===== src/rtl/pdm_pkg.sv =====
// pdm_pkg: width helpers shared by the PDM demodulator
package pdm_pkg;
  function automatic int log2(input int n);
    int r;
    r = 0;
    while ((1 << r) < n) r++;
    return r;
  endfunction
  function automatic int cic_width(input int order, input int decim);
    return order * log2(decim);
  endfunction
endpackage


===== src/rtl/cic_comb.sv =====
// cic_comb: one CIC differentiator stage that only advances on a valid input
module cic_comb #(
  parameter int W = 17
) (
  input  logic         clock,
  input  logic         reset,
  input  logic [W-1:0] x,
  input  logic         x_valid,
  output logic [W-1:0] y,
  output logic         y_valid
);
  logic [W-1:0] z;
  always_ff @(posedge clock) begin
    if (!reset) begin
      z       <= '0;
      y       <= '0;
      y_valid <= 1'b0;
    end else begin
      y_valid <= x_valid;
      if (x_valid) begin
        y <= x - z;
        z <= x;
      end
    end
  end
endmodule


===== src/rtl/pdm_demod.sv =====
// pdm_demod: CIC decimator turning a 1-bit PDM stream into unsigned PCM samples
module pdm_demod
  import pdm_pkg::*;
#(
  parameter int NBITS = 16,
  parameter int ORDER = 4,
  parameter int DECIM = 16
) (
  input  logic             clock,
  input  logic             reset,
  input  logic             din,
  input  logic             din_valid,
  output logic [NBITS-1:0] dout,
  output logic             dout_valid
);
  localparam int G  = cic_width(ORDER, DECIM);
  localparam int W  = G + 1;
  localparam int CW = log2(DECIM);
  localparam int WW = log2(ORDER + 1);
  if (DECIM < 2 || (1 << CW) != DECIM) begin : g_chk_decim
    $error("pdm_demod: DECIM must be a power of two >= 2");
  end
  if (NBITS > G) begin : g_chk_nbits
    $error("pdm_demod: NBITS exceeds CIC growth");
  end
  if (ORDER < 1 || ORDER > 6) begin : g_chk_order
    $error("pdm_demod: ORDER must be 1..6");
  end
  // Whole integrator cascade ripples in one cycle so each stage sees its predecessor's new value
  for (genvar k = 0; k < ORDER; k++) begin : g_int
    logic [W-1:0] acc, nxt;
    if (k == 0) begin : g_first
      assign nxt = acc + W'(din);
    end else begin : g_rest
      assign nxt = acc + g_int[k-1].nxt;
    end
    always_ff @(posedge clock) begin
      if (!reset) acc <= '0;
      else if (din_valid) acc <= nxt;
    end
  end
  logic [CW-1:0] cnt;
  logic [W-1:0]  snap;
  logic          snap_valid;
  logic          dec_hit;
  assign dec_hit = din_valid && cnt == CW'(DECIM - 1);
  always_ff @(posedge clock) begin
    if (!reset) begin
      cnt        <= '0;
      snap       <= '0;
      snap_valid <= 1'b0;
    end else begin
      snap_valid <= dec_hit;
      if (din_valid) cnt <= cnt + 1'b1;
      if (dec_hit) snap <= g_int[ORDER-1].nxt;
    end
  end
  for (genvar k = 0; k < ORDER; k++) begin : g_comb
    logic [W-1:0] y;
    logic         yv;
    if (k == 0) begin : g_first
      cic_comb #(.W(W)) u_comb (.clock(clock), .reset(reset), .x(snap), .x_valid(snap_valid),
                                .y(y), .y_valid(yv));
    end else begin : g_rest
      cic_comb #(.W(W)) u_comb (.clock(clock), .reset(reset), .x(g_comb[k-1].y),
                                .x_valid(g_comb[k-1].yv), .y(y), .y_valid(yv));
    end
  end
  logic [W-1:0]  r;
  logic          rv, live;
  logic [WW-1:0] warm;
  assign r    = g_comb[ORDER-1].y;
  assign rv   = g_comb[ORDER-1].yv;
  assign live = rv && warm == WW'(ORDER);
  // r never exceeds 2^G, so its top bit alone marks the full-scale case
  always_ff @(posedge clock) begin
    if (!reset) begin
      dout       <= '0;
      dout_valid <= 1'b0;
      warm       <= '0;
    end else begin
      dout_valid <= live;
      if (rv && !live) warm <= warm + 1'b1;
      if (live) dout <= r[G] ? '1 : r[G-1 -: NBITS];
    end
  end
endmodule


===== config.mk =====
export PLATFORM = sky130hd
export DESIGN_NAME = pdm_demod
export DESIGN_NICKNAME = d
export VERILOG_FILES = /design/src/rtl/pdm_pkg.sv /design/src/rtl/cic_comb.sv /design/src/rtl/pdm_demod.sv
export SDC_FILE = /design/constraint.sdc
export NUM_CORES = 1
export LEC_CHECK = 0
export CAP_MARGIN = 40
export CELL_PAD_IN_SITES_DETAIL_PLACEMENT = 0
export CELL_PAD_IN_SITES_GLOBAL_PLACEMENT = 1
export CORE_ASPECT_RATIO = 1.75
export CORE_MARGIN = 2
export CORE_UTILIZATION = 45
export DETAILED_ROUTE_END_ITERATION = 8
export GPL_ROUTABILITY_DRIVEN = 0
export HOLD_SLACK_MARGIN = 0.12
export MAX_ROUTING_LAYER = met4
export PLACE_DENSITY = 0.87
export SETUP_SLACK_MARGIN = 0.02
export SKIP_LAST_GASP = 1
export SLEW_MARGIN = 20
export SYNTH_ARGS = -nofsm -noshare
export SYNTH_HDL_FRONTEND = slang
export SYNTH_SLANG_ARGS = --single-unit

===== constraint.sdc =====
create_clock -name clock -period 6.93 [get_ports clock]
set_input_delay 0.693 -clock clock [delete_from_list [all_inputs] [get_ports clock]]
set_output_delay 0.693 -clock clock [all_outputs]
set_load 0.005 [all_outputs]

* Yosys cells after proc, flatten, opt, wreduce, memory -nomap -nowiden
Index checks and enable logic that the tools add are counted.
** Cells by class
- Add/sub/neg operators :: 10
- Multiply operators :: 0
- Divide/modulo/power cells :: 0
- Magnitude comparators :: 0
- Eq/ne operators :: 2
- Shift-type cells :: 0
- Multiplexer cells :: 1
- Bitwise gates (word level) :: 0
- Reduce and logical (&&, ||, !) cells :: 4
** Operators with widths (number)
- $sub 17x17->17 :: 4
- $add 17x17->17 :: 3
- $add 17x1->17 :: 1
- $mux 16 :: 1
- $add 4x1->4 const B :: 1
- $eq 4x4->1 const B :: 1
- $add 3x1->3 const B :: 1
- $eq 3x3->1 const B :: 1
- $logic_and 1x1->1 :: 3
- $logic_not 1->1 :: 1
** Storage, ports and cells
- Register bits after elaboration :: 250
- Latch bits :: 0
- Bits in writable memories :: 0
- Memory bits (read-only) :: 0
- Input bits :: 4
- Output and inout bits :: 17
- Logic and storage cells :: 39
- Memories :: 0

* Depth between registers and ports, before layout
- Word-level depth :: 4
- Gate-level depth with buffers :: 27
- Gate-level depth less buffers :: 27

* Hierarchy
Synthesis repeated with hierarchy kept, for this count alone.
** Unflattened totals
- Cell total of the unflattened synthesis :: 1713
- Area, all modules :: 15299.7 sq um
** Modules (own cells, without submodules)
- pdm_demod :: instances 1, cells an instance 748, area each 6804.0 sq um, sequential area each 2202.1 sq um
- cic_comb (g_comb[2].g_rest.u_comb ...) :: instances 2, cells an instance 241, area each 2075.7 sq um, sequential area each 700.7 sq um
- cic_comb (g_comb[0].g_first.u_comb) :: instances 1, cells an instance 241, area each 2185.8 sq um, sequential area each 700.7 sq um
- cic_comb (g_comb[1].g_rest.u_comb) :: instances 1, cells an instance 242, area each 2158.3 sq um, sequential area each 700.7 sq um

* Worst setup path after synthesis
Ideal clock, no wire load.
- Path kind :: input port to flip-flop
- Start :: input din
- End :: register snap[16]
- Library setup time :: 123 ps
- Data arrival time :: 5111 ps
- Required time :: 6807 ps
- Path slack :: 1697 ps
- Stages on the path :: 23
- Buffers on the path :: 0
- Cell sequence :: ha_1 > and3_1 > and3_1 > and3_1 > xor2_1 > ha_1 > a21oi_1 > nand2_1 > o21ai_0 > o21ai_0 > xor2_1 > ha_1 > and3_1 > a221oi_1 > xnor2_1 > ha_1 > and3_1 > o21ai_0 > nand2b_1 > a211o_1 > nand3_1 > and3_1 > nor3_2
** Between the ends
- Longest elaborated chain between the ends :: 4
** RTL lines
- start, declared :: RTL line pdm_demod.sv:11 : input logic din,
- $add 17x1->17 :: RTL line pdm_demod.sv:33 : assign nxt = acc + W'(din);
- via g_int[0].nxt[7] :: RTL line pdm_demod.sv:31 : logic [W-1:0] acc, nxt;
- $add 17x17->17 :: RTL line pdm_demod.sv:35 : assign nxt = acc + g_int[k-1].nxt;
- via g_int[1].nxt[10] :: RTL line pdm_demod.sv:31
- $add 17x17->17 :: RTL line pdm_demod.sv:35
- via g_int[2].nxt[11] :: RTL line pdm_demod.sv:31
- $add 17x17->17 :: RTL line pdm_demod.sv:35
- end signal, assigned :: RTL line pdm_demod.sv:55 : if (dec_hit) snap <= g_int[ORDER-1].nxt;
- end, declared :: RTL line pdm_demod.sv:43 : logic [W-1:0] snap;
The timed path passes the listed nets, and every way through them passes these cells.
A chain may end at the register's enable or synchronous reset.

* Worst setup path after layout
- Start :: input din
- End :: register g_int[3].acc[16]
** Between the ends
- Longest elaborated chain between the ends :: 4
** RTL lines
- $add 17x1->17 :: RTL line pdm_demod.sv:33
- via g_int[0].nxt[7] :: RTL line pdm_demod.sv:31
- $add 17x17->17 :: RTL line pdm_demod.sv:35
- via g_int[1].nxt[10] :: RTL line pdm_demod.sv:31
- $add 17x17->17 :: RTL line pdm_demod.sv:35
- via g_int[2].nxt[11] :: RTL line pdm_demod.sv:31
- $add 17x17->17 :: RTL line pdm_demod.sv:35
- end signal, assigned :: RTL line pdm_demod.sv:39 : else if (din_valid) acc <= nxt;
- end, declared :: RTL line pdm_demod.sv:31
The timed path passes the listed nets, and every way through them passes these cells.

==> run summary <==
Final Cycle Share - 84.54%
Fin area - 15960 µm²
CTS Hold Bufs - 0
Max Fanout on Critical Path - 8
Vias - 11580
Syn-to-layout area delta - 9.075%
Avg Vias per Cell - 5.438
Critical path class - in -> reg
Core area - 32110 µm²
Ys async rst share - 0%
Post-CTS Setup Inserts - 0
Headroom to the max-slew limit - 48.93%
Layout Skew - 0.01578 ns
Synth Flop Type - dfxtp_1
First-pass GRT wire length - 53560 µm
Share of cells above drive strength 1 - 4.393%
Clock root buffer master - clkbuf_16
Number of synthesized flops with an enable pin - 0
Power Density - 192.0 nW/µm²
Router iterations before antenna repair - 6
Max Root-Sink Buffers - 3
Vias in the first global route - 11470
Port Buffers - 20
Row count - 87
WL per Instance - 14.52 µm
Post_cts resized - 0
DP Area - 15110 µm²
CTS Sinks - 250
Largest net degree at the start of global routing - 103
CP Data Required Time - 7.35 ns
Mean Syn Cell Area - 8.470 µm²
Outcome - completed
RSZ-0062 raised after global routing - false
Final ANT Viol Nets - 0
Register area share after synthesis - 34.21%
Peak Freq - 170.7 MHz
Commonest cells in the netlist - 279 x nor2_1, 250 x dfxtp_1, 128 x mux2i_1
Yosys top cell by area - dfxtp_1
Number of antenna violations at the first check in global routing - 0
Area of the die - 34020 µm²
I/O Pins - 21
HPWL Detailed - 22490 µm
Register bit total from synthesis - 250
Global Route Usage Sum - 19.00%
ANT cells - 0
Initial Utilization - 45.55%
Worst Path Arrival - 6.28 ns
Worst IR Drop VDD - 0.3123 mV
DRT iter0 DRCs - 464
Post-Route WL - 30930 µm
Syn Nets - 1863
Total gr overflow - 0
Clock buffer count from CTS - 25
Post-Synthesis Cells - 1727
Fin. Hold Viols - 0
Startpoint types - input port
Die Ht - 242.5 µm
Leakage - 6.352 nW
Worst-Margin Slew - 0.7468 ns
Die Span X - 140.3 µm
Slew Viols, Final - 0
Drt drc - 0
H-tree Lvls - 1
Max cap viols - 0
Final setup viols - 0
Worst-Skew Late Latency - 0.54 ns
CTS clock-pin slew for the worst setup and hold paths - 0.07 ns
Warnings, synthesis - 0
TritonCTS clock tree - built
Final net count - 1848
Synth top area share - 34.21%
Synth area leaders - dfxtp_1 34%, ha_1 11%, mux2i_1 8.8%
HP Class - reg -> reg
Worst setup EP type - flop
Yosys cell types - 75
Most frequent cell after synthesis - nor2_1
Mapped cell area - 14630 µm²
Min Tclk post-route - 5.858 ns
Fill count - 3079
TNS Setup - 0 ns
[final cells by class]
class / count / area, µm² / share of cell area, %
multi-input combinational: 1306 / 8936 / 56.01
timing repair buffer: 31 / 306.5 / 1.921
clock buffer: 29 / 660.6 / 4.141
clock inverter: 16 / 170.2 / 1.066
sequential: 250 / 5009 / 31.39
tap: 400 / 500.5 / 3.137
inverter: 98 / 372.9 / 2.337
[placed cells by master (no fill, tap or decap), types with 24 or more instances in the layout]
master / netlist / final
nor2_1: 279 / 279
dfxtp_1: 250 / 247
mux2i_1: 128 / 128
ha_1: 125 / 125
a21oi_1: 107 / 107
nand2_1: 101 / 101
inv_1: 97 / 96
o21ai_0: 72 / 72
xnor2_1: 63 / 63
a211oi_1: 49 / 49
xor2_1: 44 / 44
nand3_1: 39 / 39
o21a_1: 26 / 26
clkbuf_16: 0 / 25
a21o_1: 24 / 24
[per-layer routing]
metal	vias to the layer above	track usage (%)	wire, µm
met4	0	5.377	656
met1	5460	19.55	12390
met5	-	-	0
li1	6003	-	-
met2	81	37.60	17310
met3	39	1.680	571
[flip-flops by register name, indices dropped and copies added (netlist names)]
name and count:
g_int.acc 68, g_comb.g_rest.u_comb.y 51, g_comb.g_rest.u_comb.z 51, g_comb.g_first.u_comb.y 17
g_comb.g_first.u_comb.z 17, snap 17, dout 16, cnt 4
g_comb.g_rest.u_comb.y_valid 3, warm 3, dout_valid 1, g_comb.g_first.u_comb.y_valid 1
snap_valid 1
[final timing paths]
path	from	to	slack [ns]	cells past startpoint
worst max-delay path	din	g_int[3].acc[16]	1.07	24
worst min-delay path	g_comb[3].g_rest.u_comb.y[4]	g_comb[3].g_rest.u_comb.y[4]	0.47	2
worst max register to register	g_int[0].acc[0]	g_int[3].acc[16]	1.37	23
worst min register to register	g_comb[3].g_rest.u_comb.y[4]	g_comb[3].g_rest.u_comb.y[4]	0.47	2
[power by group]
part | total, mW | internal (mW) | leakage (nW) | switching [mW]
sequential | 1.47 | 1.46 | 2.02 | 0.0145
combinational | 0.213 | 0.0808 | 3.93 | 0.132
clock | 1.38 | 0.797 | 0.407 | 0.583
total | 3.06 | 2.33 | 6.35 | 0.729
[worst max-delay path, stage by stage]
cell and delay, ns:
clkdlybuf4s50_1 0.49, ha_1 0.15, and3_1 0.20, and3_1 0.22
and3_1 0.24, xor2_1 0.26, ha_1 0.31, a21oi_1 0.19
nand2_1 0.06, o21ai_0 0.39, o21ai_0 0.19, xor2_1 0.18
ha_1 0.36, and3_1 0.18, a221oi_1 0.36, xnor2_1 0.19
ha_1 0.43, and3_1 0.21, o21ai_0 0.14, nand2b_1 0.21
a211o_1 0.26, nand3_1 0.14, and3_1 0.19, nor3_2 0.05
[metrics by stage]
stage	utilization (%)	hold slack (ns)	power, mW	setup WS [ns]	instances
floorplan	-	0.4409	1.669	1.697	1727
detailed placement	47.06	0.4663	1.719	0.5493	2084
CTS	49.65	0.4767	3.113	1.120	2129
global route	49.69	0.5035	3.187	0.4982	2130
global placement	46.93	0.4559	1.714	0.7931	2082
finish	49.69	0.4743	3.064	1.072	2130
[cells by family after synthesis]
logic type,count (synthesis),synth area share (%)
AOI/OAI and AO/OA,363,15.92
xor gates and xnor gates,109,6.680
adders and majority gates,132,11.65
buffers and inverters,171,4.696
DFF,250,34.21
muxes,129,8.836
and+or+nand+nor,573,18.01
(Power assumes the default switching activity.)
